--- src/rtl/accum_feeder_if.sv ---
// Load/run/accumulator bundle between an upstream master and accum_feeder.
// The master drives buffer writes and run requests; the feeder drives status and accumulator operands.
interface accum_feeder_if #(
  parameter int unsigned DATA_WIDTH = 4,
  parameter int unsigned DEPTH      = 8
);
  localparam int unsigned AW = $clog2(DEPTH);

  logic                         wr_en;
  logic [AW-1:0]                wr_addr;
  logic signed [DATA_WIDTH-1:0] wr_data;
  logic [AW:0]                  len;
  logic                         start;
  logic                         busy;
  logic                         done;
  logic                         err;
  logic                         wr_drop;
  logic                         acc_clr_n;
  logic                         acc_start;
  logic signed [DATA_WIDTH-1:0] acc_data;
  logic [7:0]                   acc_iters;

  modport master (
    output wr_en, wr_addr, wr_data, len, start,
    input  busy, done, err, wr_drop, acc_clr_n, acc_start, acc_data, acc_iters
  );

  modport slave (
    input  wr_en, wr_addr, wr_data, len, start,
    output busy, done, err, wr_drop, acc_clr_n, acc_start, acc_data, acc_iters
  );
endinterface

--- src/rtl/accum_feeder.sv ---
// Operand sequencer for an Accumulator: buffers up to DEPTH signed samples, then clears the
// accumulator and streams the samples into it, one per cycle, pulsing done when the sum is final.
module accum_feeder #(
  parameter int unsigned DATA_WIDTH = 4,
  parameter int unsigned DEPTH      = 8
) (
  input logic           clk,
  input logic           rstn,
  accum_feeder_if.slave bus
);
  localparam int unsigned AW = $clog2(DEPTH);
  localparam int unsigned LW = AW + 1;

  // The accumulator result is DATA_WIDTH+3 bits, so more than 8 full-scale samples could overflow it.
  if (DEPTH > 8 || DEPTH < 2) begin : g_depth_chk
    $error("accum_feeder: DEPTH must be within 2..8");
  end

  typedef enum logic [2:0] {
    S_IDLE,
    S_CLEAR,
    S_STREAM,
    S_DRAIN,
    S_DONE
  } state_e;

  state_e                       state_q, state_d;
  logic [AW-1:0]                idx_q, idx_d;
  logic [LW-1:0]                len_q, len_d;
  logic                         busy_q, busy_d;
  logic                         done_q, done_d;
  logic                         err_q, err_d;
  logic                         drop_q, drop_d;
  logic                         clr_n_q, clr_n_d;
  logic                         start_q, start_d;
  logic signed [DATA_WIDTH-1:0] data_q, data_d;
  logic [7:0]                   iters_q, iters_d;
  logic signed [DATA_WIDTH-1:0] mem_q [DEPTH];
  logic                         len_ok;
  logic                         wr_ok;

  assign len_ok = (bus.len != '0) && (bus.len <= LW'(DEPTH));
  assign wr_ok  = bus.wr_en && (state_q == S_IDLE) && (LW'(bus.wr_addr) < LW'(DEPTH));

  // Sample buffer: written only while idle, contents survive reset.
  always_ff @(posedge clk) begin
    if (wr_ok) begin
      mem_q[bus.wr_addr] <= bus.wr_data;
    end
  end

  always_ff @(posedge clk or negedge rstn) begin
    if (!rstn) begin
      state_q <= S_IDLE;
      idx_q   <= '0;
      len_q   <= '0;
      busy_q  <= 1'b0;
      done_q  <= 1'b0;
      err_q   <= 1'b0;
      drop_q  <= 1'b0;
      clr_n_q <= 1'b1;
      start_q <= 1'b0;
      data_q  <= '0;
      iters_q <= '0;
    end else begin
      state_q <= state_d;
      idx_q   <= idx_d;
      len_q   <= len_d;
      busy_q  <= busy_d;
      done_q  <= done_d;
      err_q   <= err_d;
      drop_q  <= drop_d;
      clr_n_q <= clr_n_d;
      start_q <= start_d;
      data_q  <= data_d;
      iters_q <= iters_d;
    end
  end

  // Outputs register the behaviour of the current state, so they trail the state by one cycle.
  always_comb begin
    state_d = state_q;
    idx_d   = idx_q;
    len_d   = len_q;
    busy_d  = (state_q != S_IDLE);
    done_d  = (state_q == S_DONE);
    err_d   = 1'b0;
    drop_d  = bus.wr_en && (state_q != S_IDLE);
    clr_n_d = 1'b1;
    start_d = 1'b0;
    data_d  = '0;
    iters_d = iters_q;
    case (state_q)
      S_IDLE: begin
        if (bus.start) begin
          if (len_ok) begin
            len_d   = bus.len;
            idx_d   = '0;
            state_d = S_CLEAR;
          end else begin
            err_d = 1'b1;
          end
        end
      end
      S_CLEAR: begin
        clr_n_d = 1'b0;
        iters_d = 8'(len_q - LW'(1));
        state_d = S_STREAM;
      end
      S_STREAM: begin
        start_d = 1'b1;
        data_d  = mem_q[idx_q];
        idx_d   = idx_q + AW'(1);
        if (LW'(idx_q) == len_q - LW'(1)) begin
          state_d = S_DRAIN;
        end
      end
      S_DRAIN: begin
        start_d = 1'b1;
        state_d = S_DONE;
      end
      S_DONE: begin
        state_d = S_IDLE;
      end
      default: begin
        state_d = S_IDLE;
      end
    endcase
  end

  assign bus.busy      = busy_q;
  assign bus.done      = done_q;
  assign bus.err       = err_q;
  assign bus.wr_drop   = drop_q;
  assign bus.acc_clr_n = clr_n_q;
  assign bus.acc_start = start_q;
  assign bus.acc_data  = data_q;
  assign bus.acc_iters = iters_q;
endmodule

--- src/flat_wrapper.sv ---
// flat-port wrapper written by rule: the top's interface ports become plain ports
module accum_feeder_flat 
#(
  parameter int unsigned DATA_WIDTH = 4,
  parameter int unsigned DEPTH      = 8
)
  (clk, rstn, bus_wr_en, bus_wr_addr, bus_wr_data, bus_len, bus_start, bus_busy, bus_done, bus_err, bus_wr_drop, bus_acc_clr_n, bus_acc_start, bus_acc_data, bus_acc_iters);
  accum_feeder_if #(.DATA_WIDTH(DATA_WIDTH), .DEPTH(DEPTH)) bus_i ();
  input logic clk;
  input logic rstn;
  input wire logic [$bits(bus_i.wr_en)-1:0] bus_wr_en;
  input wire logic [$bits(bus_i.wr_addr)-1:0] bus_wr_addr;
  input wire logic [$bits(bus_i.wr_data)-1:0] bus_wr_data;
  input wire logic [$bits(bus_i.len)-1:0] bus_len;
  input wire logic [$bits(bus_i.start)-1:0] bus_start;
  output wire logic [$bits(bus_i.busy)-1:0] bus_busy;
  output wire logic [$bits(bus_i.done)-1:0] bus_done;
  output wire logic [$bits(bus_i.err)-1:0] bus_err;
  output wire logic [$bits(bus_i.wr_drop)-1:0] bus_wr_drop;
  output wire logic [$bits(bus_i.acc_clr_n)-1:0] bus_acc_clr_n;
  output wire logic [$bits(bus_i.acc_start)-1:0] bus_acc_start;
  output wire logic [$bits(bus_i.acc_data)-1:0] bus_acc_data;
  output wire logic [$bits(bus_i.acc_iters)-1:0] bus_acc_iters;
  assign bus_i.wr_en = bus_wr_en;
  assign bus_i.wr_addr = bus_wr_addr;
  assign bus_i.wr_data = bus_wr_data;
  assign bus_i.len = bus_len;
  assign bus_i.start = bus_start;
  assign bus_busy = bus_i.busy;
  assign bus_done = bus_i.done;
  assign bus_err = bus_i.err;
  assign bus_wr_drop = bus_i.wr_drop;
  assign bus_acc_clr_n = bus_i.acc_clr_n;
  assign bus_acc_start = bus_i.acc_start;
  assign bus_acc_data = bus_i.acc_data;
  assign bus_acc_iters = bus_i.acc_iters;
  accum_feeder #(.DATA_WIDTH(DATA_WIDTH), .DEPTH(DEPTH)) u_core (.clk(clk), .rstn(rstn), .bus(bus_i));
endmodule
--- config.mk ---
export PLATFORM = sky130hd
export DESIGN_NAME = accum_feeder_flat
export DESIGN_NICKNAME = d
export VERILOG_FILES = /design/src/rtl/accum_feeder_if.sv /design/src/rtl/accum_feeder.sv /design/src/flat_wrapper.sv
export SDC_FILE = /design/constraint.sdc
export NUM_CORES = 1
export LEC_CHECK = 0
export CAP_MARGIN = 15
export CORE_MARGIN = 1
export CORE_UTILIZATION = 50
export DETAILED_ROUTE_END_ITERATION = 12
export GPL_ROUTABILITY_DRIVEN = 0
export HOLD_SLACK_MARGIN = 0.02
export PLACE_DENSITY = 0.74
export SYNTH_ARGS = -nofsm -noshare
export SYNTH_HDL_FRONTEND = slang
export SYNTH_SLANG_ARGS = --single-unit
--- constraint.sdc ---
create_clock -name clk -period 2.5 [get_ports clk]
set_clock_uncertainty 0.05 [all_clocks]
set_input_delay 0.5 -clock clk [delete_from_list [all_inputs] [get_ports clk]]
set_output_delay 0.5 -clock clk [all_outputs]
set_load 0.05 [all_outputs]
# After elaboration in Yosys (flattened, before gate mapping)
# Memory sizes are Yosys's and may differ from the RTL's.
# Cells that the tools add are included.
[classes]
magnitude_cmp = 1
mux = 15
n_reduce_logical = 11
n_eq_ne = 8
n_addsub = 3
[ops]
columns = ["operator", "count"]
rows = [
  ["$mux W3", 5],
  ["$pmux W3 S4", 1],
  ["$reduce_and A3 Y1", 3],
  ["$mux W1", 7],
  ["$eq A3 B2 Y1 const B", 2],
  ["$pmux W3 S2", 1],
  ["$sub A4 B1 Y5 const B", 1],
  ["$eq A3 B4 Y1", 1],
  ["$le A4 B4 Y1 const B", 1],
  ["$mux W4", 1],
  ["$ne A2 B1 Y1 const B", 2],
  ["$reduce_bool A4 Y1", 1],
  ["$sub A4 B1 Y4 const B", 1],
  ["$add A3 B1 Y3 const B", 1],
  ["$eq A3 B1 Y1 const B", 1],
  ["$eq A3 B3 Y1 const B", 1],
  ["$logic_and A1 B1 Y1", 3],
  ["$logic_not A3 Y1", 1],
  ["$reduce_bool A3 Y1", 1],
  ["$ne A2 B2 Y1 const B", 1],
  ["$reduce_bool A2 Y1", 1],
  ["$reduce_or A2 Y1", 1],
]
[word_totals]
reg_bits = 28
n_memories = 1
in_bits = 15
ramBits = 32
[memory_table]
columns = ["name", "words", "width", "read_ports", "rd_clocked_by_memory_dff", "wr", "line", "text"]
rows = [
  ["u_core.mem_q", 8, 4, 1, 0, 1, "accum_feeder.sv:38", "logic signed [DATA_WIDTH-1:0] mem_q [DEPTH];"],
]

# Longest topological paths before layout
# Gate-level depths: netlist (run 1).
[depth]
depth_word = 5
mapped_depth = 6
depth_no_buf = 5

# Least setup slack after synthesis (run 1)
# Ideal clock, no wire load.
[synth_timing]
path_type = "input-to-reg"
from = "in bus_len[1]"
to = "reg u_core.len_q[0]"
required_ns = 2.325
arrival_time_ns = 1.730
path_buffers = 1
cell_stages = 4
setup_slack_ns = 0.595
cell_sequence = "o31a_1 or4_1 buf_6 mux2_4"
[synth_between]
elab_chain_cells = 3
word_cells_on_any_way = 4
cone_classes = "order compare: 1; reduce/logical: 3"
[synth_lines]
columns = ["element", "line", "text"]
rows = [
  ["start: declaration", "flat_wrapper.sv:14", "input wire logic [$bits(bus_i.len)-1:0] bus_len;"],
  ["$le A4 B4 Y1 / $reduce_bool A4 Y1 (equally long branches)", "accum_feeder.sv:42", "assign len_ok = (bus.len != '0) && (bus.len <= LW'(DEPTH));"],
  ["$logic_and A1 B1 Y1 *", "accum_feeder.sv:42", ""],
  ["$reduce_and A3 Y1 (no line) *", "--", ""],
  ["end signal: assignment", "accum_feeder.sv:68", "len_q <= len_d;"],
  ["end: declaration", "accum_feeder.sv:29", "logic [LW-1:0] len_q, len_d;"],
]
# Mark *: on every way between the ends. The rest lies on a longest branch, timed or not.
# A chain may end at the register's enable or synchronous reset.

# Worst setup path after layout (run 1)
[layout_timing]
from = "reg u_core.clr_n_q (netlist: u_core.bus.acc_clr_n)"
to = "out bus_acc_clr_n"
[layout_rtl]
columns = ["element", "line", "text"]
rows = [
  ["start: declaration", "accum_feeder.sv:34", "logic clr_n_q, clr_n_d;"],
  ["start signal: assignment", "accum_feeder.sv:73", "clr_n_q <= clr_n_d;"],
  ["end: declaration", "flat_wrapper.sv:20", "output wire logic [$bits(bus_i.acc_clr_n)-1:0] bus_acc_clr_n;"],
]
# No word-level cell between the ends.

==> results of run 1 <==
==> placed cells by master (no fill, tap or decap), types with 2 or more instances in the layout <==
| cell type | Yosys | final |
|---|---|---|
| clkbuf_8 | 0 | 9 |
| clkdlybuf4s50_1 | 0 | 32 |
| ha_1 | 2 | 2 |
| xnor2_1 | 4 | 4 |
| clkinv_1 | 0 | 2 |
| nand2b_1 | 2 | 2 |
| nor2b_1 | 4 | 4 |
| and3_1 | 4 | 4 |
| a22oi_1 | 4 | 4 |
| inv_1 | 4 | 4 |
| clkinv_2 | 0 | 3 |
| clkbuf_1 | 4 | 2 |
| o311ai_0 | 2 | 2 |
| o31ai_1 | 2 | 2 |
| a21oi_1 | 4 | 4 |
| o21ai_0 | 7 | 7 |
| nand3_1 | 8 | 8 |
| nor2_1 | 11 | 11 |
| dfrtp_1 | 24 | 24 |
| buf_4 | 3 | 4 |
| mux2_4 | 4 | 4 |
| nand2_1 | 7 | 7 |
| mux2i_1 | 16 | 16 |
| edfxtp_1 | 32 | 32 |
| nor3_1 | 4 | 4 |
| and2_2 | 2 | 2 |
==> power by group <==
| group | total (mW) | leakage [nW] | switching (mW) | internal, mW |
|---|---|---|---|---|
| Clock | 0.673 | 0.0819 | 0.326 | 0.347 |
| Combinational | 1.38 | 0.475 | 0.800 | 0.585 |
| Sequential | 1.42 | 0.603 | 0.230 | 1.19 |
==> synth_stat cells, drive strengths merged (2+ instances only) <==
master / n
a21oi: 4
a22oi: 4
and2: 2
and3: 4
buf: 8
clkbuf: 4
dfrtp: 24
edfxtp: 32
ha: 2
inv: 5
mux2: 5
mux2i: 16
nand2: 7
nand2b: 2
nand3: 8
nor2: 11
nor2b: 4
nor3: 5
o21ai: 7
o311ai: 2
o31ai: 2
or3b: 2
xnor2: 4
==> kinds of logic after synthesis <==
| family | after synthesis | share of synthesized area [%] |
|---|---|---|
| flip-flops | 57 | 66.2 |
| AND/OR/NAND/NOR | 51 | 11.8 |
| AO/OA/AOI/OAI | 21 | 5.53 |
| multiplexers | 21 | 9.66 |
| buffers and inverters | 17 | 3.91 |
| XOR/XNOR | 5 | 1.83 |
| adder cells (fa/ha/maj) | 2 | 1.04 |
==> cell type report <==
cell class	instances	share of cell area, %
inverter	5	0.649
sequential	57	54.9
clock buffer	11	4.54
timing repair buffer	36	12.1
tap	52	2.25
clock inverter	5	0.779
multi-input combinational	100	24.8
==> state kept, by name, indices dropped and copies added, names as in the netlist, 3 cells and up <==
register,count
u_core.state_q,3
u_core.bus.acc_data,4
u_core.idx_q,3
u_core.len_q,4
u_core.bus.acc_iters,5
u_core.mem_q,32
==> final timing paths <==
path / start / end / slack (ns) / depth (start not counted)
hold / removal: rstn / u_core.bus.acc_data[0] / 0.42 / 1
max in group asynchronous: rstn / u_core.bus.wr_drop / 1.42 / 2
setup / recovery: u_core.bus.acc_clr_n / bus_acc_clr_n / 0.32 / 1
hold reg to reg: u_core.bus.acc_iters[0] / u_core.bus.acc_iters[0] / 0.44 / 2
min in group clk: u_core.bus.acc_iters[0] / u_core.bus.acc_iters[0] / 0.44 / 2
setup reg to reg: u_core.state_q[0] / u_core.len_q[0] / 0.49 / 4
==> per-stage QoR <==
stage,instances,instance area [µm²]
floorplan,174,2400
global placement,250,2740
detailed placement,250,2740
CTS,266,2890
global route,266,2890
finish,266,2890
==> routing by layer <==
metal	vias up	part of all wire, %	global-route usage (%)
met5	-	0	0
met4	0	0.70	6.89
met3	5	5.1	7.45
met2	59	50	29.6
met1	734	44	25.6
li1	707	-	-
==> reports/results.md, run 1 <==
• Tmin final: 2.18 ns
• critical path startpoint category: flip-flop
• count of fill cells added during filler insertion: 326
• worst-margin pin slew: 0.790 ns
• violated checks: design-rule violations
• Leakage: 1.16 nW
• area taken by multi-input logic gates: 716 µm²
• DPL Wire Length: 3120 µm
• GRT Resource Usage Total: 19.4%
• site row count: 24
• IO Pins: 33
• post-cts hold buffer count: 0
• worst-skew pair later-pin latency: 0.32 ns
• setup tns final: 0 ns
• final core utilization: 64.6%
• Final Worst Setup Slack: 0.325 ns
• Layout Nets: 226
• vias per inst: 5.66
• htree depth: 3
• average detailed-routed wire length per instance: 16.1 µm
• Detailed Route Iter0 Violations: 110
• number of buffers inserted to repair setup after CTS: 0
• number of antenna violations at the first check in global routing: 0
• share of layout cells above drive strength 1: 12.6%
• Worst-path clk slew: 0.06 ns
• Worst EP arrival: 1.63 ns
• CTS Buffer Depth: 2
• ratio of total power to cell area: 1200 nW/µm²
• Cell variety after synth: 39
• wire length of the first global-routing pass: 7130 µm
• area share of the leading cell type in the synthesized netlist: 40.1%
• proportion of register bits with asynchronous set or reset after synthesis: 43.9%
• Die Ht: 71.2 µm
• sequential share of the synthesized area: 66.2%
• count of input and output buffers: 32
• path type of the worst min-delay path: primary input to async pin
• vias in the first global route: 1452
• DRC violation count after routing: 2
• root buffer cell: clkbuf_8
• Worst setup EP type: output pin
• register cell area after layout: 1590 µm²
• Critical Setup Path Class: flip-flop to output pin
• worst setup timing slack at the placement stage: 0.0554 ns
• endpoints failing hold: 0
• DR pass1 iterations: 10
• via count of the routed design: 1505
• GRT overflow: 0
• Max stage delay on crit path: 0.79 ns
• post-synth design cell area: 2400 µm²
• die span in x: 71.2 µm
• DRT antenna net count: 0
• slowest cell on the critical path: clkdlybuf4s50_1
• post-synth top area cell: edfxtp_1
• CTS sink count: 57
• maximum resistive drop on vdd: 0.649 mV
• number of enable flip-flop cells after synthesis: 32
• TritonCTS clock tree: yes
• Core ar.: 4470 µm²
• result of the run: finished, violations left
• synthesized net count: 191
• post-synthesis to final-layout area growth: 20.6%
• crit-path cells: clkdlybuf4s50_1
• Largest delay share family, worst path: buffers and inverters
• number of buffers and inverters on the critical path: 1
• diode count: 0
• dominant synthesized flop cell: edfxtp_1
• main area contributors after synthesis: edfxtp_1 40%, dfrtp_1 25%, mux2i_1 6.7%, mux2_4 2.5%, nor2_1 1.7%
• post-cts sizing count: 0
• starting density of the core: 53.6%
• Total Die Area: 5080 µm²
• number of buffers added by the clock tree synthesis step: 9
• final number of setup-violating endpoints: 0
• number of standard cells after synthesis: 174
• Post-Syn Area per Cell: 13.8 µm²
• part of the cycle the worst path needs: 87.0%
• Max-cap violations: 0
• overall power after layout: 3.48 mW
• WL final: 4290 µm
• largest net degree at the start of global routing: 17
• CP max FO: 1
• remaining max-slew budget at the tightest pin: 47.3%
• Critical Path RT: 1.95 ns
• number of synthesized register bits: 57
• Post-Route Hold Slack: 0.417 ns
• Yosys warnings: 0
• top achievable clock speed: 460 MHz
• Slew Limit Fails: 0
• RSZ-0062 raised after global routing: false
Power figures use the tool's default switching activity.
==> inputs of run 2 (changes only) <==
--- a/config.mk
+++ b/config.mk
@@ -6,8 +6,8 @@
 export NUM_CORES = 1
 export LEC_CHECK = 0
 export CAP_MARGIN = 15
-export CORE_MARGIN = 1
 export CORE_UTILIZATION = 50
+export CTS_CLUSTER_DIAMETER = 60
 export DETAILED_ROUTE_END_ITERATION = 12
 export GPL_ROUTABILITY_DRIVEN = 0
 export HOLD_SLACK_MARGIN = 0.02
==> results of run 2 <==
The final DEF is identical to that of run 1; final timing and power are the same.
